## src/rtl/hazard_pkg.sv

```systemverilog
// Shared types and constants for the pipeline hazard controller.
// Pipe-register indices match the bit positions of en_pipe/flush_pipe.
package hazard_pkg;

  typedef enum logic [1:0] {
    RUN        = 2'd0,
    LU_STALL   = 2'd1,
    HALT_DRAIN = 2'd2,
    HALTED     = 2'd3
  } hz_state_t;

  typedef enum logic [1:0] {
    HZ_PC_NEXT   = 2'd0,
    HZ_PC_BRANCH = 2'd1,
    HZ_PC_JUMP   = 2'd2
  } hz_pc_sel_t;

  localparam int IDX_IF_ID     = 0;
  localparam int IDX_ID_EX     = 1;
  localparam int IDX_EX_MEM    = 2;
  localparam int IDX_MEM_WB    = 3;
  localparam int NUM_PIPE_REGS = 4;

  // Register $0 never carries a real dependency, so it is excluded here.
  function automatic logic load_use_match(
    input logic       load,
    input logic [4:0] rt_ex,
    input logic [4:0] rs_id,
    input logic [4:0] rt_id,
    input logic       uses_rt
  );
    return load && (rt_ex != 5'd0) &&
           ((rt_ex == rs_id) || (uses_rt && (rt_ex == rt_id)));
  endfunction

endpackage

```

## src/rtl/hz_sat_counter.sv

```systemverilog
// Event counter that sticks at all-ones instead of wrapping.
module hz_sat_counter #(
  parameter int PERF_W = 32
) (
  input  logic              clk,
  input  logic              rst,
  input  logic              inc,
  input  logic              clr,
  output logic [PERF_W-1:0] count
);

  always_ff @(posedge clk or posedge rst) begin
    if (rst) begin
      count <= '0;
    end else if (clr) begin
      count <= '0;
    end else if (inc && (count != {PERF_W{1'b1}})) begin
      count <= count + PERF_W'(1);
    end
  end

endmodule

```

## src/rtl/hazard_ctrl.sv

```systemverilog
// Sequential hazard controller: load-use bubbles, branch/jump redirect,
// memory-wait freeze and halt drain, with saturating performance counters.
module hazard_ctrl
  import hazard_pkg::*;
#(
  parameter int LOAD_USE_BUBBLES = 1,
  parameter int BRANCH_STAGE     = 2,
  parameter int DRAIN_CYCLES     = 3,
  parameter int PERF_W           = 32
) (
  input  logic              CLK,
  input  logic              RST,
  input  logic              ihit,
  input  logic              dhit,
  input  logic              dmemREN,
  input  logic              dmemWEN,
  input  logic              load_ID_EX,
  input  logic [4:0]        Rt_ID_EX,
  input  logic [4:0]        Rs_IF_ID,
  input  logic [4:0]        Rt_IF_ID,
  input  logic              uses_rt_IF_ID,
  input  logic              jump_IF_ID,
  input  logic              branch_taken,
  input  logic              halt_IF_ID,
  output logic [3:0]        en_pipe,
  output logic [3:0]        flush_pipe,
  output logic              enable_pc,
  output hz_pc_sel_t        pc_sel,
  output logic              halted,
  output logic [PERF_W-1:0] stall_cycles,
  output logic [PERF_W-1:0] redirect_events
);

  localparam int DCW = (DRAIN_CYCLES > 2) ? $clog2(DRAIN_CYCLES) : 1;
  localparam logic [1:0] LU_INIT =
    2'((LOAD_USE_BUBBLES > 1) ? LOAD_USE_BUBBLES - 2 : 0);
  localparam logic [DCW-1:0] DRAIN_INIT =
    DCW'((DRAIN_CYCLES > 0) ? DRAIN_CYCLES - 1 : 0);

  hz_state_t      state_reg;
  logic [1:0]     cnt_reg;
  logic [DCW-1:0] dcnt_reg;

  logic mem_req;
  logic adv;
  logic mem_done;
  logic lu_hazard;
  logic in_run;
  logic stall_inc;
  logic redirect_inc;
  logic [NUM_PIPE_REGS-1:0] branch_mask;

  assign mem_req   = dmemREN | dmemWEN;
  assign adv       = ihit & ~(mem_req & ~dhit);
  assign mem_done  = mem_req & dhit & ~ihit;
  assign in_run    = (state_reg == RUN);
  assign lu_hazard = load_use_match(load_ID_EX, Rt_ID_EX, Rs_IF_ID, Rt_IF_ID,
                                    uses_rt_IF_ID);
  assign halted    = (state_reg == HALTED);

  // A taken branch squashes every register younger than the branch itself.
  genvar gi;
  generate
    for (gi = 0; gi < NUM_PIPE_REGS; gi++) begin : g_branch_mask
      assign branch_mask[gi] = (gi <= BRANCH_STAGE) ? 1'b1 : 1'b0;
    end
  endgenerate

  always_comb begin
    en_pipe      = 4'b0000;
    flush_pipe   = 4'b0000;
    enable_pc    = 1'b0;
    pc_sel       = HZ_PC_NEXT;
    stall_inc    = 1'b0;
    redirect_inc = 1'b0;
    if (RST || (state_reg == HALTED)) begin
      en_pipe = 4'b0000;
    end else if (!adv) begin
      // A finished data access lets the back end move on while fetch waits.
      if (mem_done) begin
        en_pipe               = 4'b1110;
        flush_pipe[IDX_ID_EX] = 1'b1;
      end else begin
        stall_inc = 1'b1;
      end
    end else begin
      en_pipe   = 4'b1111;
      enable_pc = 1'b1;
      if (branch_taken) begin
        flush_pipe   = branch_mask;
        pc_sel       = HZ_PC_BRANCH;
        redirect_inc = 1'b1;
      end else if ((in_run && lu_hazard) || (state_reg == LU_STALL)) begin
        enable_pc             = 1'b0;
        en_pipe[IDX_IF_ID]    = 1'b0;
        flush_pipe[IDX_ID_EX] = 1'b1;
        stall_inc             = 1'b1;
      end else if ((in_run && halt_IF_ID) || (state_reg == HALT_DRAIN)) begin
        enable_pc             = 1'b0;
        flush_pipe[IDX_IF_ID] = 1'b1;
      end else if (in_run && jump_IF_ID) begin
        pc_sel                = HZ_PC_JUMP;
        flush_pipe[IDX_IF_ID] = 1'b1;
        redirect_inc          = 1'b1;
      end
    end
  end

  always_ff @(posedge CLK or posedge RST) begin
    if (RST) begin
      state_reg <= RUN;
      cnt_reg   <= 2'd0;
      dcnt_reg  <= '0;
    end else if (adv && (state_reg != HALTED)) begin
      if (branch_taken) begin
        state_reg <= RUN;
      end else begin
        case (state_reg)
          RUN: begin
            if (lu_hazard) begin
              if (LOAD_USE_BUBBLES > 1) begin
                state_reg <= LU_STALL;
                cnt_reg   <= LU_INIT;
              end
            end else if (halt_IF_ID) begin
              if (DRAIN_CYCLES == 0) begin
                state_reg <= HALTED;
              end else begin
                state_reg <= HALT_DRAIN;
                dcnt_reg  <= DRAIN_INIT;
              end
            end
          end
          LU_STALL: begin
            if (cnt_reg == 2'd0) begin
              state_reg <= RUN;
            end else begin
              cnt_reg <= cnt_reg - 2'd1;
            end
          end
          HALT_DRAIN: begin
            if (dcnt_reg == '0) begin
              state_reg <= HALTED;
            end else begin
              dcnt_reg <= dcnt_reg - DCW'(1);
            end
          end
          default: begin
            state_reg <= state_reg;
          end
        endcase
      end
    end
  end

  hz_sat_counter #(
    .PERF_W (PERF_W)
  ) u_stall_cnt (
    .clk   (CLK),
    .rst   (RST),
    .inc   (stall_inc),
    .clr   (1'b0),
    .count (stall_cycles)
  );

  hz_sat_counter #(
    .PERF_W (PERF_W)
  ) u_redirect_cnt (
    .clk   (CLK),
    .rst   (RST),
    .inc   (redirect_inc),
    .clr   (1'b0),
    .count (redirect_events)
  );

endmodule

```

## config.mk

```make
export PLATFORM = sky130hd
export DESIGN_NAME = hazard_ctrl
export DESIGN_NICKNAME = d
export VERILOG_FILES = /design/src/rtl/hazard_pkg.sv /design/src/rtl/hz_sat_counter.sv /design/src/rtl/hazard_ctrl.sv
export SDC_FILE = /design/constraint.sdc
export NUM_CORES = 1
export LEC_CHECK = 0
export BUFFER_PORTS_ARGS = -buffer_cell sky130_fd_sc_hd__clkbuf_2
export CAP_MARGIN = 20
export CORE_UTILIZATION = 45
export DETAILED_ROUTE_END_ITERATION = 6
export PLACE_DENSITY = 0.69
export SLEW_MARGIN = 25
export SYNTH_ARGS = -nofsm -noshare
export SYNTH_HDL_FRONTEND = slang
export SYNTH_SLANG_ARGS = --single-unit
```

## constraint.sdc

```tcl
create_clock -name CLK -period 3.8 [get_ports CLK]
set_input_delay 0 -clock CLK [delete_from_list [all_inputs] [get_ports CLK]]
set_output_delay 0 -clock CLK [all_outputs]
set_load 0.1 [all_outputs]
```

# Word-level counts from Yosys, hierarchy flattened
# Cells that the tools add are included.
[op_classes]
bitwise_logic = 10
muxes = 44
n_reduce_logical = 22
n_eq_ne = 15
add_sub_neg = 4
[ops]
columns = ["cell", "n"]
rows = [
  ["32-bit by 1-bit adder with 32-bit output (second input constant)", 2],
  ["32-bit inequality test (second input constant)", 2],
  ["2-bit 2-to-1 mux", 14],
  ["1-bit 2-to-1 mux", 24],
  ["4-bit 2-to-1 mux", 4],
  ["6-bit AND reduction", 2],
  ["5-bit == test", 2],
  ["1-bit logical AND", 9],
  ["2-bit inequality test (second input constant)", 4],
  ["2-bit zero test", 3],
  ["3-bit by 2-bit inequality test with 1-bit output (second input constant)", 2],
  ["3-bit inequality test (second input constant)", 2],
  ["2-bit case mux with 3 select lines", 1],
  ["1-bit inverter", 5],
  ["5-bit nonzero test", 1],
  ["1-bit AND", 4],
  ["2-bit == test (second input constant)", 2],
  ["1-bit logical OR", 4],
  ["2-bit case mux with 2 select lines", 1],
  ["4-bit AND reduction", 1],
  ["4-bit nonzero test", 1],
  ["2-bit by 1-bit subtractor with 2-bit output (second input constant)", 2],
  ["2-bit by 1-bit == test with 1-bit output (second input constant)", 1],
  ["2-bit nonzero test", 1],
  ["1-bit OR", 1],
]
[totals]
ff_bits = 70
elab_cells = 100
output_inout_bits = 76
in_bits = 26

# Longest topological paths before layout
# Gate-level depths: netlist (run 1).
[logic_depth]
depth_word = 11
ltp_mapped = 10

# Cells and area by module
# A second synthesis (run 1) with hierarchy kept.
[hier_totals]
cells_unflattened = 479
area_unflattened_um2 = 4435.5
[modules_own_cells]
columns = ["mod", "seq_area_each_um2", "instances", "cells_each", "area_each_um2"]
rows = [
  ["hz_sat_counter at u_stall_cnt", 800.8, 1, 199, 1911.8],
  ["hz_sat_counter at u_redirect_cnt", 800.8, 1, 186, 1740.4],
  ["hazard_ctrl", 150.1, 1, 94, 783.3],
]

# Least setup slack after synthesis (run 1)
# Ideal clock, no wire load.
[synth_path]
kind = "reg2out"
from = "register state_reg[0]"
to = "output port flush_pipe[1]"
arrival_ns = 4.512
path_stages_with_launch = 4
required_time_ns = 3.800
path_slack_ns = -0.712
cell_sequence = "dfrtp_1 ha_1 or2_2 o41ai_1"
[synth_lines]
columns = ["item", "line_no", "rtl"]
rows = [
  ["start, declared", "hazard_ctrl.sv:40", "hz_state_t state_reg;"],
  ["start signal, assigned", "hazard_ctrl.sv:149", "state_reg <= state_reg;"],
  ["2-bit == test", "-", ""],
  ["named net halted", "hazard_ctrl.sv:29", "output logic halted,"],
  ["1-bit logical OR", "hazard_ctrl.sv:76", "if (RST || (state_reg == HALTED)) begin"],
  ["4-bit 2-to-1 mux", "hazard_ctrl.sv:76", ""],
  ["end, declared", "hazard_ctrl.sv:26", "output logic [3:0] flush_pipe,"],
]
# The timed path passes the listed nets, and every way through them passes these cells.

# Final worst setup path (run 1)
[layout_path]
from = "register u_redirect_cnt.count[0]"
to = "register u_redirect_cnt.count[2]"
[layout_via]
elab_chain_len = 2
[layout_lines]
columns = ["item", "line_no", "rtl"]
rows = [
  ["start, declared", "hz_sat_counter.sv:9", "output logic [PERF_W-1:0] count"],
  ["start signal, assigned", "hz_sat_counter.sv:18", "count <= count + PERF_W'(1);"],
  ["branches (longest 2 deep; another with 32-bit by 1-bit adder with 32-bit output)", "-", ""],
]
# Parallel ways; which one is timed is not known.
# A chain may end at the register's enable or synchronous reset.

==> results_dict.tcl, run 1 <==
set metrics [dict create \
    status "complete, no violations" \
    wl_per_cell_um 14.6 \
    yosysUniqueCellTypes 50 \
    worstSetupEndpointType "register" \
    ys_seq_area_share_pct 43.6 \
    final_max_slew_viol_count 0 \
    p_leak_nw 2.33 \
    clk_latency_ns 0.34 \
    rsz0062_at_grt "no" \
    grt_pass1_vias 3035 \
    clk_pin_slew_ns 0.08 \
    syn2layout_area_growth_pct 19.2 \
    multi_input_area_sq_um 2130 \
    ant_nets 0 \
    utilization_pct 55.2 \
    critPathMaxFanout 10 \
    synth_enable_flop_cells 0 \
    gp_congestion 0.827 \
    synth_top_cell_area_share_pct 43.6 \
    die-area_sq_um 9310 \
    vdd_drop_max_mv 0.308 \
    cts_hold_buf 1 \
    cap_viol_max_count 0 \
    drt_iter0_drc 129 \
    start_kind "register" \
    pwr_density_cell_nw_per_um2 550 \
    grt_first_pass_wirelength_mm 14.3 \
    grt-ovfl-total 0 \
    hp-class "primary input to register" \
    portBuffers 100 \
    cp-endpoint "u_redirect_cnt.count[2]" \
    finalNetCount 538 \
    n_antenna_cell 0 \
    syn_area_sq_um 4020 \
    synth_ff_type "dfrtp_1" \
    relSlewSlack_pct 40.5 \
    crit_type "register to register" \
    rows 34 \
    drive_above_1_share_pct 28.2 \
    fp.coreArea_sq_um 8680 \
    numClockSinks 70 \
    cts_inserted_buffers 9 \
    drcViolationCount 0 \
    synth_nets 442 \
    hpwlAfterDp_mm 6.62 \
    r2r-start "u_redirect_cnt.count[0]" \
    grt_usage_pct 20.0 \
    cts-root-buf "clkbuf_8" \
    synthCells 408 \
    cts_resized 0 \
    skew_ns 0.0120 \
    critPathArrivalTime_ns 2.82 \
    finalCritPeriodShare_pct 68.7 \
    tns_ns 0 \
    post-route-min-period_ns 2.61 \
    synth.largest_area_cell "dfrtp_1" \
    firstDrtPassIters 4 \
    async_flop_share_pct 100 \
    critPathRequiredTime_ns 4.01 \
    grt_max_degree 44 \
    synthTopCellsByArea "dfrtp_1 (44%), xor2_1 (11%), xnor2_1 (4.4%)" \
    grt_antenna_before_repair 0 \
    die_w_um 96.5 \
    cts_htree_levels 3 \
    finalSetupViolations 0 \
    wirelength_mm 9.00 \
    min-delay-start "branch_taken" \
    cts_buffer_depth 2 \
    r2r-end "u_redirect_cnt.count[2]" \
    top_regs "u_redirect_cnt.count: 32 flops, u_stall_cnt.count: 32 flops" \
    seq_area_sq_um 1750 \
    ys_ff_latch 70 \
    fillers 809 \
    reg2reg_slack_ns 1.19 \
    timing.final.hold_violations 0 \
    fp.dieH_um 96.5 \
    ios 102 \
    max_freq_mhz 383 \
    crit_start "u_redirect_cnt.count[0]" \
    cts_tree "built" \
    initial_utilization_pct 46.3 \
    worst_slew_pin_slew_ns 0.891 \
    post_cts_buffers 0 \
    avgSynthCellArea_sq_um 9.85 \
    yosys_warnings 0 \
    r2r_cells 8 \
    vias 3412 \
    post_drt_via_cell_ratio 5.55 \
]
[per-layer routing]
| metal | GRT usage, % | part of all wire (%) | vias to the layer above |
|---|---|---|---|
| li1 | - | - | 1647 |
| met1 | 26.8 | 46 | 1624 |
| met2 | 31.2 | 46 | 130 |
| met3 | 5.87 | 7.4 | 11 |
| met4 | 5.88 | 1.2 | 0 |
| met5 | 0 | 0 | - |
[worst min-delay path by stage]
stage / slack, ns / to / depth (start not counted)
floorplan: 0.19 / dcnt_reg[0] / 2
global placement: 0.26 / state_reg[0] / 2
detailed placement: 0.27 / state_reg[1] / 2
CTS: 0.19 / dcnt_reg[0] / 3
global route: 0.25 / state_reg[0] / 3
finish: 0.22 / dcnt_reg[0] / 3
[cells in the final DEF (no fill, tap or decap), types with 3 or more instances in the layout]
cell / netlist / final
clkbuf_2: 0 / 100
dfrtp_1: 70 / 70
xor2_1: 52 / 52
nand2_1: 40 / 40
nor3_1: 34 / 33
nand3_1: 24 / 24
xnor2_1: 20 / 20
nand4_1: 19 / 19
nor2_1: 18 / 18
nor4_1: 17 / 17
nor4_2: 12 / 12
inv_1: 11 / 10
clkbuf_8: 0 / 10
and3_1: 9 / 9
ha_1: 8 / 8
and4_1: 4 / 4
mux2_1: 4 / 4
o21a_1: 4 / 4
buf_4: 4 / 4
nor4b_2: 3 / 3
mux2i_1: 3 / 3
and2_1: 3 / 3
a21oi_1: 3 / 3
nor3b_1: 3 / 3
[worst max-delay path: stages, from the launching register on]
cell	delay, ns
dfrtp_1	0.43
ha_1	0.19
nand3_1	0.14
nor2_1	0.24
nand3_1	0.26
nor2_1	0.71
buf_4	0.27
nor3b_1	0.06
xor2_1	0.18
[cell families (layout without fill, tap and decap cells)]
group,Yosys count,count (layout),synth area share (%)
other,1,1,0.0933
buffers and inverters,32,131,3.86
muxes,7,7,1.87
AOI/OAI and AO/OA,23,23,4.30
DFF,70,70,43.6
xor gates and xnor gates,72,72,15.7
adders and majority gates,8,8,2.49
and+or+nand+nor,195,195,28.1
[synthesized netlist by cell type, types with 4 or more instances]
master / instances
nand3_1: 24
buf_4: 4
clkbuf_1: 9
ha_1: 8
nor4_1: 17
o21a_1: 4
mux2_1: 4
and3_1: 9
and4_1: 4
dfrtp_1: 70
nor4_2: 12
nor2_1: 18
xor2_1: 52
nor3_1: 34
buf_2: 4
nand4_1: 19
nand2_1: 40
inv_1: 11
xnor2_1: 20
[layout make-up]
cell class	count	share of cell area, %
clock buffer	10	2.87
clock inverter	4	1.02
inverter	12	0.941
multi-input combinational	306	44.5
sequential	70	36.6
tap	108	2.82
timing repair buffer	105	11.3
[stage by stage]
step	total power, mW	setup slack [ns]	hold slack [ns]	instance area [sq um]	cells
2_1_floorplan	1.87	0.396	0.187	4040	408
3_3_place_gp	2.05	1.29	0.262	4590	600
3_5_place_dp	2.07	1.22	0.265	4590	600
4_1_cts	2.66	1.21	0.192	4790	615
5_1_grt	2.77	0.924	0.250	4790	615
6_report	2.63	1.19	0.218	4790	615
[where the power goes]
part	internal [mW]	leakage [nW]	total, mW	switching, mW
combinational	0.220	1.31	1.09	0.869
clock	0.313	0.0980	0.577	0.264
sequential	0.842	0.925	0.966	0.124
total	1.37	2.33	2.63	1.26
Power figures use the tool's default switching activity.
==> inputs of run 2 (changes only) <==
--- a/config.mk
+++ b/config.mk
@@ -9,7 +9,7 @@
 export CAP_MARGIN = 20
 export CORE_UTILIZATION = 45
 export DETAILED_ROUTE_END_ITERATION = 6
-export PLACE_DENSITY = 0.69
+export PLACE_DENSITY = 0.72
 export SLEW_MARGIN = 25
 export SYNTH_ARGS = -nofsm -noshare
 export SYNTH_HDL_FRONTEND = slang
==> constraint.sdc (replaced) <==
create_clock -name CLK -period 2.1 [get_ports CLK]
set_input_delay 0 -clock CLK [delete_from_list [all_inputs] [get_ports CLK]]
set_output_delay 0 -clock CLK [all_outputs]
set_load 0.1 [all_outputs]
==> run 2 against run 1 <==
The flow now finishes with violations (negative setup slack). Sequential share of layout area shrank 7.3 points. Utilization grew 17 points. Clock power grew 140%. Critical endpoint is now u_redirect_cnt.count[31].
==> results_dict.tcl, run 2 (synthesis gave the netlist of run 1 again) <==
set metrics [dict create \
    top_layer "met4" \
    worst_slew_pin_slew_ns 0.600 \
    ant_nets 0 \
    max_stage_delay_ns 0.45 \
    grt-ovfl-total 0 \
    violations "negative setup slack" \
    gp_congestion 0.857 \
    finalNetCount 581 \
    power_mw 5.77 \
    multi_input_area_sq_um 2900 \
    drt_iter0_drc 199 \
    numClockSinks 70 \
    critPathMaxFanout 5 \
    n_antenna_cell 0 \
    seq_area_sq_um 1830 \
    cap_viol_max_count 0 \
    fp.coreArea_sq_um 8680 \
    wirelength_mm 11.5 \
    start_kind "register" \
    grt_antenna_before_repair 0 \
    fp.dieH_um 96.5 \
    hpwlAfterDp_mm 7.34 \
    die-area_sq_um 9310 \
    utilization_pct 72.1 \
    cts_inserted_buffers 9 \
    syn2layout_area_growth_pct 55.8 \
    cts_htree_levels 3 \
    skew_ns 0.0115 \
    wl_per_cell_um 17.5 \
    max_freq_mhz 454 \
    grt_pass1_vias 3299 \
    worstSetupEndpointType "register" \
    r2r_cells 9 \
    finalSetupViolations 9 \
    fillers 564 \
    rsz0062_at_grt "yes" \
    status "finished, violations left" \
    route.met3.wl_um 681 \
    wl_met2_mm 5.65 \
    cts_buffer_depth 2 \
    die_w_um 96.5 \
    r2r-end "u_redirect_cnt.count[31]" \
    reg2reg_slack_ns -0.10 \
    vdd_drop_max_mv 0.899 \
    vias 3728 \
    finalCritPeriodShare_pct 105 \
    drcViolationCount 0 \
    layout_setup_ws_ns -0.100 \
    clk_pin_slew_ns 0.08 \
    drive_above_1_share_pct 58.7 \
    crit_type "register to register" \
    cts-root-buf "clkbuf_8" \
    p_leak_nw 2.75 \
    clk_latency_ns 0.35 \
    relSlewSlack_pct 60.0 \
    firstDrtPassIters 4 \
    pwr_density_cell_nw_per_um2 922 \
    initial_utilization_pct 46.3 \
    rows 34 \
    top_regs "u_redirect_cnt.count: 32 flops, u_stall_cnt.count: 32 flops" \
    post-route-min-period_ns 2.20 \
    r2r-start "state_reg[1]" \
    grt_usage_pct 22.4 \
    grt_first_pass_wirelength_mm 16.1 \
    post_drt_via_cell_ratio 5.65 \
    cts_tree "built" \
    cp_slowest_cell "dfrtp_2" \
    wl_met1_mm 4.95 \
    layout.cell_area.non_filler_sq_um 6260 \
    hp-class "primary input to async pin" \
    ios 102 \
    critPathRequiredTime_ns 2.35 \
    final_cell_mix "clkbuf_2 (90), dfrtp_2 (65), xor2_1 (52)" \
    critPathMostFrequentCell "nor4_4" \
    timing.final.hold_violations 0 \
    grt_max_degree 31 \
    critPathArrivalTime_ns 2.45 \
    path_cells "inv_2 > ha_4 > nand2_4 > nor4_4 > o21ai_1 > a31o_4 > buf_12 > nor4_4 > xor2_1" \
    postPlaceCellArea_sq_um 5270 \
    final_common_cell "clkbuf_2" \
    portBuffers 100 \
    final_max_slew_viol_count 0 \
]
[run 2: worst max-delay path: cells and delay by family, from the launching register on]
family,cells,cell delay [ns]
buf+inv,2,0.26
simple gates,3,0.63
xor+xnor,1,0.21
flops,1,0.45
fa+ha+maj,1,0.16
compound gates,2,0.40
[run 2: layout make-up]
type | count | share of cell area, %
inverters | 12 | 0.720
repair buffers | 148 | 17.4
clock inverters | 5 | 1.68
multi-input cells | 306 | 46.4
clock buffers | 11 | 2.42
flip-flops and latches | 70 | 29.3
well taps | 108 | 2.16
[run 2: worst max-delay path by stage]
stage / start / endpoint / slack, ns
after floorplan: state_reg[0] / pc_sel[1] / -0.18
after global placement: state_reg[0] / u_stall_cnt.count[18] / -0.02
after detailed placement: state_reg[0] / u_stall_cnt.count[19] / -0.15
after CTS: state_reg[0] / u_stall_cnt.count[1] / -0.05
after global routing: state_reg[1] / u_redirect_cnt.count[31] / -0.22
final: state_reg[1] / u_redirect_cnt.count[31] / -0.10
[run 2: metal layers]
| layer | global-route usage (%) | vias up |
|---|---|---|
| met5 | 0 | - |
| met4 | 6.74 | 0 |
| met3 | 4.77 | 24 |
| met2 | 35.4 | 142 |
| met1 | 30.7 | 1830 |
| li1 | - | 1732 |
[run 2: timing repair]
item / 4_1_cts / 5_1_grt
hold buffers: 1 / 0
setup buffers: 1 / 7
setup endpoints to repair: 43 / 64
resized for setup: 15 / 94
gates cloned: 0 / 4
pin swaps: 3 / 55
hold endpoints to repair: 25 / 0
[run 2: stage by stage]
step	std cells	setup TNS [ns]	setup slack [ns]	hold WS, ns
final	660	-0.332	-0.100	0.327
after global routing	660	-2.74	-0.225	0.339
after CTS	650	-0.292	-0.0476	0.283
after detailed placement	632	-1.65	-0.150	0.154
after global placement	632	-0.0236	-0.0236	0.141
after floorplan	408	-2.93	-0.181	0.187
[run 2: where the power goes]
| part | switching, mW | internal [mW] |
|---|---|---|
| clock network | 0.530 | 0.854 |
| registers | 0.266 | 1.55 |
| logic | 1.82 | 0.750 |
| total | 2.62 | 3.16 |
==> inputs of run 3 (changes only) <==
--- a/config.mk
+++ b/config.mk
@@ -8,9 +8,12 @@
 export BUFFER_PORTS_ARGS = -buffer_cell sky130_fd_sc_hd__clkbuf_2
 export CAP_MARGIN = 20
 export CORE_UTILIZATION = 45
+export CTS_BUF_LIST = sky130_fd_sc_hd__clkbuf_16
 export DETAILED_ROUTE_END_ITERATION = 6
 export PLACE_DENSITY = 0.72
+export REMOVE_ABC_BUFFERS = 1
 export SLEW_MARGIN = 25
 export SYNTH_ARGS = -nofsm -noshare
 export SYNTH_HDL_FRONTEND = slang
 export SYNTH_SLANG_ARGS = --single-unit
+export TNS_END_PERCENT = 10
==> run 3 against run 2 <==
The run still ends with negative setup slack left. Cell area is 2.8% lower. Register-to-register slack better by 0.03 ns. Wire length is 0.95% higher. Global-route usage is 0.74 points higher. Clock power is 11% higher. Count of clock-buffer cells in the layout is 2 lower. Via count is 2.0% higher. Sequential share of layout area is 0.50 points lower. Critical path type unchanged. Clock skew is 0.00069 ns lower. Critical path depth stayed put. Highest routed layer unchanged. Cell count is 1.1% higher. Die area stayed put.
==> results_dict.tcl, run 3 (synthesis gave the netlist of run 1 again) <==
set metrics [dict create \
    status "finished, violations left" \
    violations "negative setup slack" \
    worstSetupEndpointType "register" \
    min_to "state_reg[0]" \
    r2r_cells 9 \
    finalSetupViolations 10 \
    cts_buffer_depth 2 \
    wirelength_mm 11.6 \
    portBuffers 100 \
    ant_nets 0 \
    cts_inserted_buffers 9 \
    critPathRequiredTime_ns 2.36 \
    firstDrtPassIters 4 \
    reg2reg_slack_ns -0.07 \
    timing.final.hold_violations 0 \
    max_freq_mhz 461 \
    min-delay-start "branch_taken" \
    postPlaceCellArea_sq_um 5060 \
    dp_cells 638 \
    cap_viol_max_count 0 \
    vdd_drop_max_mv 1.21 \
    cts-root-buf "clkbuf_16" \
    grt_first_pass_wirelength_mm 16.8 \
    skew_ns 0.0108 \
    stdcell_count 667 \
    clk_latency_ns 0.33 \
    syn2layout_area_growth_pct 51.5 \
    layout.cell_area.non_filler_sq_um 6090 \
    post-route-min-period_ns 2.17 \
    tns_ns -0.292 \
    drt_iter0_drc 136 \
    critPathMaxFanout 10 \
    numClockSinks 70 \
    critPathArrivalTime_ns 2.43 \
    layout_setup_ws_ns -0.0706 \
    drive_above_1_share_pct 44.2 \
    initial_utilization_pct 46.3 \
    worst_slew_pin_slew_ns 0.783 \
    post_drt_via_cell_ratio 5.70 \
    pwr_density_cell_nw_per_um2 962 \
    final_cell_mix "clkbuf_2 (90), dfrtp_1 (70), xor2_1 (52)" \
    die-area_sq_um 9310 \
    preCtsSetupSlack_ns -0.196 \
    ios 102 \
    drcViolationCount 0 \
    finalNetCount 588 \
    gp_congestion 0.837 \
    wl_per_cell_um 17.4 \
    final_common_cell "clkbuf_2" \
    fp.dieH_um 96.5 \
    crit_type "register to register" \
    rows 34 \
    n_antenna_cell 0 \
    relSlewSlack_pct 47.8 \
    top_regs "u_redirect_cnt.count: 32 flops, u_stall_cnt.count: 32 flops" \
    hpwlAfterDp_mm 7.25 \
    power_mw 5.85 \
    die_w_um 96.5 \
    finalCritPeriodShare_pct 103 \
    utilization_pct 70.1 \
    p_leak_nw 2.82 \
    grt_usage_pct 23.1 \
    fp.coreArea_sq_um 8680 \
    hold_ws_ns 0.278 \
    cts_htree_levels 3 \
    r2r-start "state_reg[1]" \
    cts_tree "built" \
    rsz0062_at_grt "yes" \
    grt_max_degree 71 \
    grt-ovfl-total 0 \
    grt_antenna_before_repair 0 \
    clk_pin_slew_ns 0.06 \
    vias 3802 \
    grt_pass1_vias 3513 \
    hp-class "primary input to register" \
    start_kind "register" \
    r2r-end "u_redirect_cnt.count[23]" \
    final_max_slew_viol_count 0 \
    hold_depth 3 \
]
## run 3: report_power, final
part / leakage [nW] / total (mW) / internal (mW) / switching (mW)
sequential: 0.925 / 1.73 / 1.52 / 0.208
clock: 0.142 / 1.53 / 0.921 / 0.605
combinational: 1.75 / 2.60 / 0.764 / 1.83
## run 3: what timing repair did
action	4_1_cts	5_1_grt
cloned	0	4
endpoints found under the setup margin	56	71
setup buffers	0	8
hold endpoints to repair	70	0
pin swaps	5	39
gates resized for setup	28	70
hold buffers	1	0
## run 3: critical path: stages (launching register included)
cell     delay [ns]
dfrtp_1        0.42
inv_2          0.10
ha_4           0.18
nand2_4        0.06
nor4_4         0.31
o21ai_2        0.10
a31o_4         0.28
buf_12         0.17
nor4_2         0.31
xor2_1         0.17
## run 3: area by class of cell
type	instances	area (sq um)
Clock buffer	9	225
Inverter	12	47.5
Clock inverter	7	72.6
Fill cell	618	2590
Multi-Input combinational cell	306	2670
Sequential cell	70	1750
Tap cell	108	135
Timing Repair Buffer	155	1190
## run 3: how the worst max path moves through the flow
stage	startpoint	endpoint	slack, ns	cells after the start
3_5_place_dp	state_reg[0]	u_redirect_cnt.count[29]	-0.20	8
6_report	state_reg[1]	u_redirect_cnt.count[23]	-0.07	9
3_3_place_gp	state_reg[0]	u_stall_cnt.count[10]	-0.12	7
2_1_floorplan	state_reg[0]	en_pipe[1]	-5.38	3
5_1_grt	state_reg[1]	u_redirect_cnt.count[30]	-0.18	8
4_1_cts	state_reg[0]	u_redirect_cnt.count[21]	-0.13	8
## run 3: routing by layer
metal	GRT usage, %	share of wire, %	up-vias
met5	0	0	-
met4	6.74	2.1	0
met3	5.09	4.9	26
met2	40.6	53	124
met1	28.3	40	1909
li1	-	-	1743
